===== config.mk =====
export PLATFORM = sky130hd
export DESIGN_NAME = stream_arbiter_flushable
export DESIGN_NICKNAME = d
export VERILOG_FILES = /design/src/rtl/stream_arb_pkg.sv /design/src/rtl/stream_arbiter_flushable_rr_grant.sv /design/src/rtl/stream_arbiter_flushable.sv
export SDC_FILE = /design/constraint.sdc
export NUM_CORES = 1
export LEC_CHECK = 0
export CAP_MARGIN = 20
export CORE_AREA = 2 2 59 61
export DETAILED_ROUTE_END_ITERATION = 6
export DIE_AREA = 0 0 61 63
export GPL_TIMING_DRIVEN = 0
export PLACE_DENSITY_LB_ADDON = 0.3
export SETUP_SLACK_MARGIN = 0.1
export SLEW_MARGIN = 10
export SYNTH_ARGS = -nofsm -noshare
export SYNTH_HDL_FRONTEND = slang
export SYNTH_SLANG_ARGS = --single-unit

===== constraint.sdc =====
create_clock -name clk_i -period 3.1 [get_ports clk_i]
set_input_delay 0.31 -clock clk_i [delete_from_list [all_inputs] [get_ports clk_i]]
set_output_delay 0.31 -clock clk_i [all_outputs]
set_load 0.03 [all_outputs]

===== src/rtl/stream_arb_pkg.sv =====
// Shared types for stream_arbiter_flushable: the flush sequencer state encoding.
// The {payload, idx} entry struct is declared in the top, where the payload type T is known.
package stream_arb_pkg;

  typedef enum logic [1:0] {
    IDLE  = 2'd0,
    GATE  = 2'd1,
    FLUSH = 2'd2,
    ACK   = 2'd3
  } flush_state_e;

endpackage


===== src/rtl/stream_arbiter_flushable_rr_grant.sv =====
// Combinational round-robin grant: first asserted valid at or after ptr_i, wrapping.
// Produces a one-hot grant and its binary index; the pointer register is owned by the caller.
module rr_grant #(
  parameter int NumInp = 4,
  localparam int IdxW = $clog2(NumInp)
) (
  input  logic [NumInp-1:0] valid_i,
  input  logic [IdxW-1:0]   ptr_i,
  output logic [NumInp-1:0] gnt_o,
  output logic [IdxW-1:0]   idx_o
);

  logic            found;
  logic [IdxW-1:0] pos;

  always_comb begin
    gnt_o = '0;
    idx_o = '0;
    found = 1'b0;
    pos   = '0;
    for (int i = 0; i < NumInp; i++) begin
      pos = IdxW'((int'(ptr_i) + i) % NumInp);
      if (!found && valid_i[pos]) begin
        found      = 1'b1;
        gnt_o[pos] = 1'b1;
        idx_o      = pos;
      end
    end
  end

endmodule


===== src/rtl/stream_arbiter_flushable.sv =====
// Round-robin arbiter feeding a flushable two-entry (slice A + spill B) output buffer.
// Optional macro STREAM_ARB_FLUSH_STATS_EN adds the saturating dropped-beat counter.
//
// state | meaning
// IDLE  | arbitration and input handshakes enabled
// GATE  | inputs gated, output may still drain
// FLUSH | output masked, both entries cleared at end of cycle
// ACK   | flush_ack_o pulses, inputs still gated
module stream_arbiter_flushable
  import stream_arb_pkg::*;
#(
  parameter int  NumInp   = 4,
  parameter type T        = logic,
  parameter int  CntWidth = 8,
  localparam int IdxW     = $clog2(NumInp)
) (
  input  logic                clk_i,
  input  logic                rst_ni,
  input  logic [NumInp-1:0]   inp_valid_i,
  output logic [NumInp-1:0]   inp_ready_o,
  input  T     [NumInp-1:0]   inp_data_i,
  output logic                oup_valid_o,
  input  logic                oup_ready_i,
  output T                    oup_data_o,
  output logic [IdxW-1:0]     oup_idx_o,
  input  logic                flush_req_i,
  output logic                flush_ack_o,
  output logic [CntWidth-1:0] drop_cnt_o
);

  typedef struct packed {
    T                payload;
    logic [IdxW-1:0] idx;
  } entry_t;

  flush_state_e    state_q, state_d;
  entry_t          a_q, b_q, in_entry;
  logic            a_full_q, b_full_q;
  logic            buf_ready, in_hs, out_ready_eff;
  logic            a_fill, a_drain, b_fill, b_drain;
  logic [NumInp-1:0] gnt;
  logic [IdxW-1:0] gnt_idx, ptr_q;

  rr_grant #(.NumInp(NumInp)) u_rr_grant (
    .valid_i (inp_valid_i),
    .ptr_i   (ptr_q),
    .gnt_o   (gnt),
    .idx_o   (gnt_idx)
  );

  // Ready looks only at registered fullness, so oup_ready_i never reaches inp_ready_o.
  assign buf_ready   = !a_full_q || !b_full_q;
  assign inp_ready_o = (state_q == IDLE && buf_ready) ? gnt : '0;
  assign in_hs       = |(inp_valid_i & inp_ready_o);
  assign in_entry    = {inp_data_i[gnt_idx], gnt_idx};

  assign oup_valid_o   = (a_full_q || b_full_q) && (state_q != FLUSH);
  assign out_ready_eff = oup_ready_i && (state_q != FLUSH);
  assign {oup_data_o, oup_idx_o} = b_full_q ? b_q : a_q;
  assign flush_ack_o   = (state_q == ACK);

  // A always empties when B is free: into the output if taken, else into B.
  assign a_fill  = in_hs;
  assign a_drain = a_full_q && !b_full_q;
  assign b_fill  = a_drain && !out_ready_eff;
  assign b_drain = b_full_q && out_ready_eff;

  always_comb begin
    state_d = state_q;
    unique case (state_q)
      IDLE:    if (flush_req_i) state_d = GATE;
      GATE:    state_d = FLUSH;
      FLUSH:   state_d = ACK;
      ACK:     state_d = IDLE;
      default: state_d = IDLE;
    endcase
  end

  always_ff @(posedge clk_i or negedge rst_ni) begin
    if (!rst_ni) begin
      state_q <= IDLE;
    end else begin
      state_q <= state_d;
    end
  end

  always_ff @(posedge clk_i or negedge rst_ni) begin
    if (!rst_ni) begin
      a_q      <= '0;
      b_q      <= '0;
      a_full_q <= 1'b0;
      b_full_q <= 1'b0;
    end else if (state_q == FLUSH) begin
      a_q      <= '0;
      b_q      <= '0;
      a_full_q <= 1'b0;
      b_full_q <= 1'b0;
    end else begin
      if (a_fill) a_q <= in_entry;
      if (b_fill) b_q <= a_q;
      a_full_q <= a_fill || (a_full_q && !a_drain);
      b_full_q <= b_fill || (b_full_q && !b_drain);
    end
  end

  always_ff @(posedge clk_i or negedge rst_ni) begin
    if (!rst_ni) begin
      ptr_q <= '0;
    end else if (in_hs) begin
      ptr_q <= (gnt_idx == IdxW'(NumInp - 1)) ? '0 : gnt_idx + 1'b1;
    end
  end

`ifdef STREAM_ARB_FLUSH_STATS_EN
  logic [CntWidth-1:0] drop_cnt_q;
  logic [CntWidth:0]   drop_sum;

  assign drop_sum = {1'b0, drop_cnt_q} + (CntWidth+1)'(a_full_q) + (CntWidth+1)'(b_full_q);

  always_ff @(posedge clk_i or negedge rst_ni) begin
    if (!rst_ni) begin
      drop_cnt_q <= '0;
    end else if (state_q == FLUSH) begin
      drop_cnt_q <= drop_sum[CntWidth] ? '1 : drop_sum[CntWidth-1:0];
    end
  end

  assign drop_cnt_o = drop_cnt_q;
`else
  assign drop_cnt_o = '0;
`endif

endmodule


==> flow_summary.toml <==
[status]
status = "finished clean"

[clock_tree]
tritoncts = "yes"
path_clk_slew_ns = 0.07
holdBufCountCts = 0
clockBufferDepth = 2
clk-insertion-delay-late_ns = 0.27
clock-sinks = 12
numCtsBuffers = 3
cts.htree.levels = 1
cts_root_buf = "clkbuf_4"

[floorplanning]
die_x_um = 61
coreArea_mm2 = 0.003232
die-height_um = 63
start_util_pct = 43.71
core.rowCount = 21
ios = 29
die-area_mm2 = 0.003843

[timing]
period_share_pct = 93.26
fin_crit_ns = 2.891
setup_viol = 0
relSlewSlack_pct = 56.44
maxSlewViolCount = 0
hold_slack_ns = 0.3939
finalHoldViolations = 0
fin_tns_setup_ns = 0
rsz0062_at_grt = "false"
timing.fmax_mhz = 345.9
skew_ns = 0.004630
tightest_slew_ns = 0.6478

[logic_synthesis]
synth_cells = 164
synth_area_mm2 = 0.001413
yosys_warnings = 0
ys_seq_area_share_pct = 21.26
synth_flop_cell = "dfrtp_1"
yosysUniqueCellTypes = 45
synth-seq-cells = 12
synth-edff-count = 0
avgSynthCellArea_um2 = 8.613
async_reset_ff_share_pct = 100.0

[final_layout]
fin_cells = 251
area_growth_pct = 30.65
nNetsFinal = 230
antenna_cells = 0
drive_gt1_share_pct = 27.32

[detailed_routing]
vias_per_cell = 5.554
drt-wirelength-per-cell_um = 13.59
drtIter0Drc = 92
vias = 1394
ant_nets = 0
drc = 0
first_pass_iters = 4
routed_wl_um = 3412

[global_routing]
busiest_layer = "met2"
met1_usage_pct = 24.97
antenna_found_initial = 0
grtUsageMet2_pct = 29.84
met3_usage_pct = 3.727
grt-ovfl-total = 0
grt_max_degree = 13
grt_usage_pct = 18.89
grt_pass1_vias = 1321
grt_first_pass_wirelength_um = 5713

[critical_path]
max_stage_delay_ns = 0.39
path_cells = "buf_6 -> buf_6 -> clkinvlp_4 -> ha_4 -> mux4_2 -> buf_4 -> nand3b_1 -> a221o_1 -> o21ai_2 -> or2_1 -> mux2_4"
crit_required_ns = 3.26
crit_path_start_kind = "flip-flop"
arrival_ns = 3.05
slowest_stage = "dfrtp_1"
r2r_slack_ns = 0.21
cp_common_cell = "buf_6"
critPathMaxFanout = 10
critPathKind = "flip-flop to flip-flop"
endpoint_kind = "flip-flop"

[power]
p_leak_nw = 0.8310
powerDensity_mw_per_mm2 = 996.1
total_power_mw = 1.838
max-vdd-ir-drop_mv = 0.5205

[placed_design]
place_inst = 237
hpwl_um = 2438
numPortBuffers = 20
gp_congestion = 0.8624

[hold_path]
hold_class = "input pin to asynchronous set/reset pin"

[job]
cap_viol_max_count = 0
-- layer usage --
| layer | part of all wire (%) | vias to the layer above |
|---|---|---|
| met4 | 2.6 | 0 |
| li1 | - | 665 |
| met3 | 5.7 | 12 |
| met5 | 0 | - |
| met2 | 48 | 58 |
| met1 | 44 | 659 |
-- cells in the final DEF (no fill, tap or decap), types with 3 or more instances in the layout --
master	count
mux4_2	3
ha_1	11
buf_4	20
o21ai_0	5
nor2_1	16
mux2i_1	9
clkbuf_1	3
o211ai_1	3
clkbuf_4	4
a21oi_1	10
o211a_1	3
conb_1	8
clkdlybuf4s50_1	16
inv_1	11
nand3b_1	4
mux2_2	5
or3_1	3
buf_2	6
nand2_1	10
dfrtp_1	11
-- final cells by class --
| class | instances | area, um2 |
|---|---|---|
| well taps | 46 | 57.56 |
| inverters | 12 | 48.80 |
| flip-flops and latches | 12 | 301.5 |
| fillers | 293 | 1386 |
| plain buffers | 17 | 116.4 |
| repair buffers | 31 | 265.3 |
| clock buffers | 4 | 36.28 |
| multi-input cells | 129 | 1020 |
-- cell usage after synthesis (all sizes together), types with 2 or more instances --
cell | number | area (um2)
nand2 | 10 | 37.54
or3b | 2 | 17.52
o21ai | 6 | 33.78
a31o | 4 | 35.04
dfrtp | 12 | 300.3
a2111oi | 2 | 17.52
clkbuf | 6 | 22.52
mux4 | 3 | 67.56
o31ai | 2 | 15.01
ha | 12 | 150.1
buf | 12 | 82.57
o211a | 3 | 30.03
nand2b | 2 | 12.51
nor3 | 2 | 10.01
a221oi | 3 | 38.79
o211ai | 4 | 35.03
o22ai | 2 | 12.51
nor3b | 2 | 15.01
nor2 | 16 | 60.06
a22oi | 2 | 15.01
a21oi | 10 | 50.05
or2 | 2 | 12.52
mux2i | 9 | 90.09
inv | 12 | 45.04
or3 | 3 | 18.77
nand3b | 4 | 30.03
mux2 | 6 | 71.31
-- state kept, by name (all words and copies together), names as in the netlist --
register and cells:
a_full_q 1, a_q 3, b_full_q 1, b_q 3
ptr_q 2, state_q 2
-- power by group --
part	leakage, nW	total, mW	switching (mW)	internal, mW
clock network	0.0210	0.121	0.0499	0.0714
logic	0.656	1.45	0.784	0.668
registers	0.154	0.265	0.0461	0.219
total	0.831	1.84	0.880	0.959
-- worst paths after layout --
kind | cells after the start | start | to
min | 1 | rst_ni | b_full_q
min reg2reg | 2 | b_q[1] | b_q[1]
max reg2reg | 11 | ptr_q[0] | ptr_q[1]
max in group asynchronous | 1 | rst_ni | ptr_q[1]
max | 11 | ptr_q[0] | ptr_q[1]
min in group clk_i | 2 | b_q[1] | b_q[1]
-- through the flow --
step	util (%)	worst slack (ns)	area (um2)
after floorplan	-	0.1332	1440
after global placement	52.54	-0.6285	1698
after detailed placement	52.54	-0.6860	1698
after CTS	55.44	0.09820	1792
after global routing	57.10	0.1131	1846
final	57.10	0.2089	1846
-- what timing repair did --
action | CTS | global route
setup endpoints to repair | 10 | 8
buffers inserted | 6 | 5
pin swaps | 3 | 3
gates cloned | 0 | 0
resized for setup | 25 | 12
-- cells by family (layout without fill, tap and decap cells) --
kind of cell	after synthesis	in the layout	share of synthesized area (%)
AOI/OAI and AO/OA	45	45	24.62
other	1	8	0.2655
adders and majority gates	12	12	10.63
and+or+nand+nor	46	46	16.39
muxes	18	18	16.21
buffers and inverters	30	64	10.63
DFF	12	12	21.26
-- critical path, delay by kind of cell (launching register included) --
family | cells | cell delay (ns)
AOI/OAI and AO/OA | 2 | 0.48
DFF | 1 | 0.39
adders and majority gates | 1 | 0.33
and+or+nand+nor | 2 | 0.35
muxes | 2 | 0.66
buffers and inverters | 4 | 0.56
Power figures use the tool's default switching activity.
